[config.mk]
export PLATFORM = sky130hd
export DESIGN_NAME = uart_tx_device_flat
export DESIGN_NICKNAME = d
export VERILOG_FILES = /design/src/rtl/uart_tx_device_pkg.sv /design/src/rtl/uart_tx_device_if.sv /design/src/rtl/uart_tx_device_sync_fifo.sv /design/src/rtl/uart_tx_device.sv /design/src/flat_wrapper.sv
export SDC_FILE = /design/constraint.sdc
export NUM_CORES = 1
export LEC_CHECK = 0
export CAP_MARGIN = 20
export CORE_ASPECT_RATIO = 0.9
export CORE_MARGIN = 3
export CORE_UTILIZATION = 50
export CTS_BUF_LIST = sky130_fd_sc_hd__clkbuf_2
export CTS_CLUSTER_DIAMETER = 50
export DETAILED_ROUTE_END_ITERATION = 10
export PLACE_DENSITY = 0.86
export SKIP_CTS_REPAIR_TIMING = 1
export SYNTH_ARGS = -nofsm -noshare
export SYNTH_HDL_FRONTEND = slang
export SYNTH_HIERARCHICAL = 1
export SYNTH_SLANG_ARGS = --single-unit
[constraint.sdc]
create_clock -name clk -period 5.35 [get_ports clk]
set_input_delay 1.07 -clock clk [delete_from_list [all_inputs] [get_ports clk]]
set_output_delay 1.07 -clock clk [all_outputs]
set_load 0.02 [all_outputs]
[src/rtl/uart_tx_device_pkg.sv]
// uart_tx_device_pkg: shared addresses, CTRL bit positions and tx FSM encoding.
// Optional parity build controlled by `UART_TX_PARITY_EN.
package uart_tx_device_pkg;
  typedef enum logic [2:0] {IDLE, START, DATA, PARITY, STOP} tx_state_t;
  localparam logic [31:0] UART_DATA_BASE = 32'hF0000030;
  localparam logic [31:0] UART_CTRL_BASE = 32'hF0000130;
  localparam int CTRL_READY = 0;
  localparam int CTRL_BUSY = 1;
  localparam int CTRL_OVERRUN = 2;
  localparam int CTRL_PARITY = 3;
`ifdef UART_TX_PARITY_EN
  localparam bit PARITY_EN = 1'b1;
`else
  localparam bit PARITY_EN = 1'b0;
`endif
endpackage

[src/rtl/uart_tx_device_if.sv]
// uart_tx_device_if: processor bus slice seen by the UART (strobes, address, data in/out).
interface uart_tx_device_if #(parameter int BITS = 32);
  logic we;
  logic re;
  logic [BITS-1:0] memAddr;
  logic [BITS-1:0] dataBusIn;
  logic [BITS-1:0] dataBusOut;
  modport master(output we, re, memAddr, dataBusIn, input dataBusOut);
  modport slave(input we, re, memAddr, dataBusIn, output dataBusOut);
endinterface

[src/rtl/uart_tx_device_sync_fifo.sv]
// sync_fifo: single-clock FIFO with occupancy count; a push into a full FIFO is accepted when a pop happens the same cycle.
module sync_fifo #(
  parameter int WIDTH = 8,
  parameter int DEPTH = 4,
  localparam int AW = $clog2(DEPTH),
  localparam int CW = AW + 1
) (
  input  logic             clk,
  input  logic             reset,
  input  logic             push,
  input  logic             pop,
  input  logic [WIDTH-1:0] din,
  output logic [WIDTH-1:0] dout,
  output logic             full,
  output logic             empty,
  output logic [CW-1:0]    count
);
  logic [WIDTH-1:0] mem [DEPTH];
  logic [AW-1:0] wr_ptr, rd_ptr;
  logic do_push, do_pop;
  assign full = count == CW'(DEPTH);
  assign empty = count == '0;
  assign do_pop = pop && !empty;
  assign do_push = push && (!full || do_pop);
  assign dout = mem[rd_ptr];
  always_ff @(posedge clk or posedge reset) begin
    if (reset) begin
      wr_ptr <= '0;
      rd_ptr <= '0;
      count <= '0;
    end else begin
      wr_ptr <= wr_ptr + AW'(do_push);
      rd_ptr <= rd_ptr + AW'(do_pop);
      count <= count + CW'(do_push) - CW'(do_pop);
    end
  end
  always_ff @(posedge clk)
    if (do_push) mem[wr_ptr] <= din;
endmodule

[src/rtl/uart_tx_device.sv]
// uart_tx_device: memory-mapped UART transmitter (8N1, LSB first) with tx FIFO and CTRL/status register.
// Define `UART_TX_PARITY_EN for an even-parity bit between data and stop (CTRL[3] reads 1).
module uart_tx_device
  import uart_tx_device_pkg::*;
#(
  parameter int BITS = 32,
  parameter logic [BITS-1:0] BASE = BITS'(UART_DATA_BASE),
  parameter logic [BITS-1:0] CTRL_BASE = BITS'(UART_CTRL_BASE),
  parameter int CLKS_PER_BIT = 217,
  parameter int FIFO_DEPTH = 4
) (
  input  logic              clk,
  input  logic              reset,
  uart_tx_device_if.slave   bus,
  output logic              txd
);
  localparam int CW = $clog2(FIFO_DEPTH) + 1;
  localparam int BW = $clog2(CLKS_PER_BIT);
  tx_state_t state, nxt;
  logic [CW-1:0] count;
  logic [7:0] fifo_out, shift;
  logic [2:0] bit_cnt;
  logic [BW-1:0] baud;
  logic full, empty, pop, wrap, wr_data, wr_ctrl, overrun, busy;
  logic [BITS-1:0] ctrl;
  logic unused;
  assign unused = ^{bus.re, bus.dataBusIn[BITS-1:8]};
  assign wr_data = bus.we && bus.memAddr == BASE;
  assign wr_ctrl = bus.we && bus.memAddr == CTRL_BASE;
  assign wrap = baud == BW'(CLKS_PER_BIT - 1);
  assign pop = !empty && (state == IDLE || (state == STOP && wrap));
  sync_fifo #(.WIDTH(8), .DEPTH(FIFO_DEPTH)) fifo (
    .clk(clk),
    .reset(reset),
    .push(wr_data),
    .pop(pop),
    .din(bus.dataBusIn[7:0]),
    .dout(fifo_out),
    .full(full),
    .empty(empty),
    .count(count)
  );
  // Overrun only when the FIFO really rejects the byte (full and no pop this edge).
  always_ff @(posedge clk or posedge reset) begin
    if (reset) overrun <= 1'b0;
    else if (wr_data && full && !pop) overrun <= 1'b1;
    else if (wr_ctrl && !bus.dataBusIn[CTRL_OVERRUN]) overrun <= 1'b0;
  end
  always_ff @(posedge clk or posedge reset) begin
    if (reset) state <= IDLE;
    else state <= nxt;
  end
  always_comb begin
    nxt = state;
    case (state)
      IDLE:   nxt = pop ? START : IDLE;
      START:  nxt = wrap ? DATA : START;
`ifdef UART_TX_PARITY_EN
      DATA:   nxt = (wrap && bit_cnt == 3'd7) ? PARITY : DATA;
`else
      DATA:   nxt = (wrap && bit_cnt == 3'd7) ? STOP : DATA;
`endif
      PARITY: nxt = wrap ? STOP : PARITY;
      STOP:   nxt = wrap ? (pop ? START : IDLE) : STOP;
      default: nxt = IDLE;
    endcase
  end
`ifdef UART_TX_PARITY_EN
  logic par;
  always_ff @(posedge clk or posedge reset) begin
    if (reset) par <= 1'b0;
    else if (pop) par <= ^fifo_out;
  end
  always_comb
    txd = (state == START) ? 1'b0 : (state == DATA) ? shift[0] : (state == PARITY) ? par : 1'b1;
`else
  always_comb
    txd = (state == START) ? 1'b0 : (state == DATA) ? shift[0] : 1'b1;
`endif
  always_ff @(posedge clk or posedge reset) begin
    if (reset) begin
      baud <= '0;
      bit_cnt <= '0;
      shift <= '0;
    end else begin
      baud <= (state == IDLE || wrap) ? '0 : baud + 1'b1;
      if (pop) begin
        shift <= fifo_out;
        bit_cnt <= '0;
      end else if (state == DATA && wrap) begin
        shift <= {1'b0, shift[7:1]};
        bit_cnt <= bit_cnt + 3'd1;
      end
    end
  end
  assign busy = state != IDLE || !empty;
  assign ctrl = {{(BITS-4){1'b0}}, PARITY_EN, overrun, busy, !full};
  assign bus.dataBusOut = bus.we ? '0 :
                          (bus.memAddr == BASE) ? BITS'(count) :
                          (bus.memAddr == CTRL_BASE) ? ctrl : '0;
endmodule

[src/flat_wrapper.sv]
// flat-port wrapper written by rule: the top's interface ports become plain ports
module uart_tx_device_flat import uart_tx_device_pkg::*;
#(
  parameter int BITS = 32,
  parameter logic [BITS-1:0] BASE = BITS'(UART_DATA_BASE),
  parameter logic [BITS-1:0] CTRL_BASE = BITS'(UART_CTRL_BASE),
  parameter int CLKS_PER_BIT = 217,
  parameter int FIFO_DEPTH = 4
)
  (clk, reset, txd, bus_we, bus_re, bus_memAddr, bus_dataBusIn, bus_dataBusOut);
  uart_tx_device_if #(.BITS(BITS)) bus_i ();
  input  logic clk;
  input  logic reset;
  output logic txd;
  input wire logic [$bits(bus_i.we)-1:0] bus_we;
  input wire logic [$bits(bus_i.re)-1:0] bus_re;
  input wire logic [$bits(bus_i.memAddr)-1:0] bus_memAddr;
  input wire logic [$bits(bus_i.dataBusIn)-1:0] bus_dataBusIn;
  output wire logic [$bits(bus_i.dataBusOut)-1:0] bus_dataBusOut;
  assign bus_i.we = bus_we;
  assign bus_i.re = bus_re;
  assign bus_i.memAddr = bus_memAddr;
  assign bus_i.dataBusIn = bus_dataBusIn;
  assign bus_dataBusOut = bus_i.dataBusOut;
  uart_tx_device #(.BITS(BITS), .BASE(BASE), .CTRL_BASE(CTRL_BASE), .CLKS_PER_BIT(CLKS_PER_BIT), .FIFO_DEPTH(FIFO_DEPTH)) u_core (.clk(clk), .reset(reset), .bus(bus_i), .txd(txd));
endmodule
==> run_results.csv, run 1 <==
group,metric,value,unit
timing,setup_viol,0,
logic_synthesis,ys_warn_count,6,
logic_synthesis,ys_async_sr_fraction,48.4,%
drt,drt-total-wl,5860,µm
logic_synthesis,synth_common_cells,"edfxtp_1, dfrtp_1, buf_4, nor2_1",
setup_path,crit_type,"primary input to output pin",
outcome,outcome,"finished clean",
logic_synthesis,synth.distinct_cells,53,
global_route,gr-total-overflow,0,
timing,min_period_over_period,80.7,%
floorplanning,fp.dieH,80.9,µm
timing,layout_setup_ws,1.03,ns
drt,detail-route-antenna-nets,0,
placed_design,dp_worst_setup_slack,0.914,ns
setup_path,cp_max_fo,4,
global_route,grt_max_degree,24,
logic_synthesis,synthesis.area,3120,µm²
pwr,power_leakage,1.50,nW
drt,viasPerCell,5.34,
setup_path,start_kind,"primary input",
logic_synthesis,yosys.area.top_type,"edfxtp_1",
global_route,antenna_found_initial,0,
pwr,intPower,0.639,mW
logic_synthesis,synth-edff-count,32,
timing,max-slew-margin-rel,41.7,%
pwr,switchingPower,0.200,mW
cts,cts_tree,"built",
logic_synthesis,post-synth-top-count-cell,"edfxtp_1",
floorplanning,start_util,53.2,%
drt,num_vias,1922,
timing,clock-skew-final,0.0257,ns
global_route,grt_pass1_wl,9640,µm
timing,fmax,232,MHz
worst_hold_path,hold_depth,1,
logic_synthesis,avgSynthCellArea,13.4,µm²
pwr,combPwrFrac,7.1,%
floorplanning,die_area,7220,µm²
setup_path,ff2ff_path_depth,11,
layout,multi_input_area,1210,µm²
cts,cts_root_buffer,"clkbuf_2",
logic_synthesis,netlist.area_leader.share,30.8,%
cts,clk_pin_slew,0.16,ns
drt,drtPass1Iterations,4,
run,max_cap_violations,0,
layout,drive_above_1_share,13.8,%
setup_path,cp_data_required_time,4.28,ns
layout,fin_nets,361,
layout,area_growth,16.9,%
setup_path,worstPathArrival,3.25,ns
logic_synthesis,yosys_most_used_dff,"edfxtp_1",
global_route,grtUsageTotal,18.0,%
cts,clock_sinks,62,
placed_design,globalplace.congestion,0.753,
worst_hold_path,holdCritStartpoint,"u_core/baud[0]",
setup_path,rr_endpoint,"u_core/fifo/count[2]",
floorplanning,rows,26,
timing,rsz0062_at_grt,"false",
timing,hold_violations,0,
layout,num_antenna_cells,0,
setup_path,crit-reg2reg-launch,"u_core/baud[0]",
cts,cts_buffers,9,
worst_hold_path,hold_class,"register to register",
floorplanning,die_w,89.2,µm
drt,routedWlPerCell,16.3,µm
logic_synthesis,netlist_instances,232,
timing,min_period,4.32,ns
logic_synthesis,synth_top_cells_by_area,"edfxtp_1, dfrtp_1, buf_4",
floorplanning,pin_count,101,
logic_synthesis,ys_seq_elements,62,
drt,initialDrtViolationCount,72,
layout,regArea,1710,µm²
pwr,powerDensity,230,nW/µm²
cts,h-tree-depth,3,
cts,clock_path_buffers,2,
worst_hold_path,worstHoldEndpoint,"u_core/baud[0]",
pwr,power.share.clock,33.0,%
floorplanning,core_area,5860,µm²
global_route,grt_pass1_vias,2015,
drt,drc,0,
placed_design,io_buffers,46,
placed_design,hpwl,4450,µm
cts,clock_latency,0.49,ns
pwr,p_sw_share,23.9,%
pwr,pwr-share-seq,59.8,%
setup_path,rrSetupSlack,2.62,ns
pwr,vdd_drop_max,0.174,mV
timing,worst_pin_slew,0.874,ns
layout,nFillCells,470,
setup_path,worstSetupEndpointType,"output pin",
logic_synthesis,yosysSeqAreaShare,54.9,%
timing,tns,0,ns
timing,drv_slew,0,
## per-layer routing
layer	track usage (%)	wire length [µm]	vias up
met5	0	0	-
met4	5.65	61	0
met3	6.69	279	7
met2	29.7	3090	55
met1	22.0	2430	954
li1	-	-	906
## power by group through the flow
stage | Combinational [mW] | Clock (mW) | Sequential, mW
after floorplan | 0.0405 | 0 | 0.512
after global placement | 0.0581 | 0 | 0.512
after global routing | 0.0658 | 0.304 | 0.502
final | 0.0598 | 0.277 | 0.502
after detailed placement | 0.0597 | 0 | 0.512
after CTS | 0.0597 | 0.286 | 0.502
## placed cells by master (no fill, tap or decap), types with 7 or more instances in the layout
cell,n
dfrtp_1,30
a221o_1,7
clkdlybuf4s50_1,46
ha_1,7
mux4_2,8
nor2_1,15
and2_1,8
conb_1,29
nor3_1,7
clkbuf_2,10
edfxtp_1,32
## state kept, by name, summed over array words and instances (netlist names)
register and cells:
u_core/bit_cnt 3, u_core/baud 8, u_core/fifo/wr_ptr 2, u_core/fifo/mem 32, u_core/fifo/rd_ptr 2, u_core/overrun 1, u_core/state 3, u_core/fifo/count 3
u_core/shift 8
## through the flow
step | instance area [µm²] | utilization, % | hold WS, ns | power [mW] | cells
2_1_floorplan | 3220 | - | 0.447 | 0.553 | 260
3_3_place_gp | 3530 | 60.3 | 0.468 | 0.570 | 344
3_5_place_dp | 3530 | 60.3 | 0.478 | 0.572 | 344
4_1_cts | 3640 | 62.2 | 0.498 | 0.848 | 360
5_1_grt | 3640 | 62.2 | 0.537 | 0.872 | 360
6_report | 3640 | 62.2 | 0.493 | 0.839 | 360
## area by class of cell
class,count,area share (%)
flip-flops and latches,62,47.0
multi-input cells,155,33.3
repair buffers,50,13.5
well taps,70,2.40
clock inverters,6,1.72
clock buffers,10,1.37
inverters,7,0.721
## worst max path at each step
stage	slack, ns	cells past startpoint	to	start
final	1.03	6	bus_dataBusOut[0]	bus_memAddr[18]
after global routing	0.86	6	bus_dataBusOut[0]	bus_memAddr[17]
after CTS	1.02	6	bus_dataBusOut[0]	bus_memAddr[18]
after detailed placement	0.91	11	u_core/fifo/count[2]	bus_memAddr[18]
after global placement	1.04	11	u_core/fifo/count[2]	bus_memAddr[3]
after floorplan	1.71	5	u_core/fifo/mem[0][0]	bus_memAddr[3]
## worst max-delay path, stage by stage
cell,delay [ns]
clkdlybuf4s50_1,0.42
nor4_1,0.34
nand4_1,0.19
or2_1,0.31
nor3_1,0.26
clkdlybuf4s50_1,0.66
## cell families (layout without fill, tap and decap cells)
| logic type | Yosys count | in the layout | share of synthesized area, % |
|---|---|---|---|
| and+or+nand+nor | 74 | 74 | 15.9 |
| DFF | 62 | 62 | 54.9 |
| buffers and inverters | 43 | 73 | 9.47 |
| AOI/OAI and AO/OA | 18 | 18 | 5.02 |
| muxes | 14 | 14 | 7.75 |
| xor gates and xnor gates | 12 | 12 | 3.37 |
| adders and majority gates | 8 | 8 | 3.45 |
| other | 1 | 29 | 0.120 |
(Power assumes the default switching activity.)
==> run 2, diff against run 1 <==
- CORE_UTILIZATION: 50 -> 48
- PLACE_DENSITY: 0.86 -> 0.83
- clock period: 5.35 -> 4.1 ns (I/O delays scaled with it)
==> run_results.csv, run 2 (synthesis results as in run 1) <==
group,metric,value,unit
layout,num_antenna_cells,0,
drt,routedWlPerCell,15.5,µm
pwr,power,1.10,mW
placed_design,dp.cells,362,
floorplanning,fp.dieH,82.4,µm
layout,layout_common_cells,"clkdlybuf4s50_1, edfxtp_1, dfrtp_1",
layout,fin_area,3670,µm²
timing,drv_slew,0,
cts,clk_pin_slew,0.18,ns
floorplanning,pin_count,101,
cts,cts_buffers,9,
global_route,antenna_found_initial,0,
cts,h-tree-depth,3,
floorplanning,core_area,6220,µm²
pwr,power_leakage,1.50,nW
setup_path,start_kind,"primary input",
timing,min_period_over_period,90.9,%
placed_design,globalplace.congestion,0.729,
floorplanning,die_area,7500,µm²
cts,cts_tree,"built",
layout,reg_top3,"u_core/fifo/mem (32), u_core/baud (8), u_core/shift (8)",
timing,layout_setup_ws,0.374,ns
cts,clock_latency,0.49,ns
layout,final_common_cell,"clkdlybuf4s50_1",
placed_design,dp_worst_setup_slack,0.297,ns
timing,tns,0,ns
timing,fmax,268,MHz
setup_path,worstPathArrival,2.91,ns
run,max_cap_violations,0,
timing,hold_violations,0,
setup_path,ff2ff_path_depth,11,
layout,drive_above_1_share,14.1,%
timing,worst_pin_slew,0.832,ns
floorplanning,die_w,90.9,µm
drt,detail-route-antenna-nets,0,
layout,stdcell_count,378,
setup_path,cp_max_fo,4,
layout,area_growth,17.8,%
layout,fin_nets,362,
layout,largest_register,"u_core/fifo/mem",
placed_design,hpwl,4270,µm
setup_path,cp_data_required_time,3.28,ns
cts,cts_root_buffer,"clkbuf_2",
timing,clock-skew-final,0.0235,ns
layout,fin_util,59.1,%
worst_hold_path,hold_class,"register to register",
timing,rsz0062_at_grt,"false",
pwr,powerDensity,298,nW/µm²
timing,setup_viol,0,
drt,drc,0,
drt,drt-total-wl,5860,µm
global_route,grt_pass1_wl,9110,µm
timing,min_period,3.73,ns
drt,drtPass1Iterations,4,
timing,max-slew-margin-rel,44.5,%
pwr,vdd_drop_max,0.224,mV
cts,clock_sinks,62,
cts,clock_path_buffers,2,
setup_path,worstSetupEndpointType,"output pin",
placed_design,io_buffers,46,
setup_path,crit_type,"primary input to output pin",
worst_hold_path,hold_depth,1,
drt,num_vias,1902,
floorplanning,start_util,50.1,%
drt,viasPerCell,5.03,
global_route,grtUsageTotal,16.1,%
floorplanning,rows,27,
layout,largest_reg_flops,32,
placed_design,place_area,3560,µm²
timing,holdWs,0.492,ns
global_route,gr-total-overflow,0,
global_route,grt_max_degree,24,
global_route,grt_pass1_vias,1841,
drt,initialDrtViolationCount,90,
outcome,outcome,"finished clean",
run 2: path summary, 6_finish.rpt:
| kind | startpoint | slack, ns | end |
|---|---|---|---|
| min in group asynchronous | reset | 0.57 | u_core/fifo/rd_ptr[1] |
| max in group asynchronous | reset | 2.76 | u_core/bit_cnt[1] |
| worst min register to register | u_core/baud[0] | 0.49 | u_core/baud[0] |
| worst min-delay path | u_core/baud[0] | 0.49 | u_core/baud[0] |
| worst max-delay path | bus_memAddr[25] | 0.37 | bus_dataBusOut[0] |
| worst max register to register | u_core/baud[0] | 1.35 | u_core/fifo/count[2] |
run 2: area by class of cell:
cell class / instances / area (µm²)
Fill cell: 511 / 2540
Tap cell: 87 / 109
Multi-Input combinational cell: 155 / 1210
Clock buffer: 10 / 50.0
Clock inverter: 6 / 62.6
Timing Repair Buffer: 51 / 498
Sequential cell: 62 / 1710
Inverter: 7 / 26.3
run 2: power by group:
part,internal (mW),switching [mW]
combinational,0.0375,0.0411
clock,0.141,0.220
sequential,0.655,0.0000000217
run 2: critical path: stages:
cell and delay (ns):
clkdlybuf4s50_1 0.40, nor4_1 0.34, nand4_1 0.20, or2_1 0.32, nor3_1 0.19, clkdlybuf4s50_1 0.64
run 2: layer usage:
layer  up-vias  track usage, %  wire [µm]
met5         -               0          0
met1       943            20.3       2460
met3         8            6.07        269
li1        908               -          -
met2        43            26.2       3050
met4         0            5.42         73
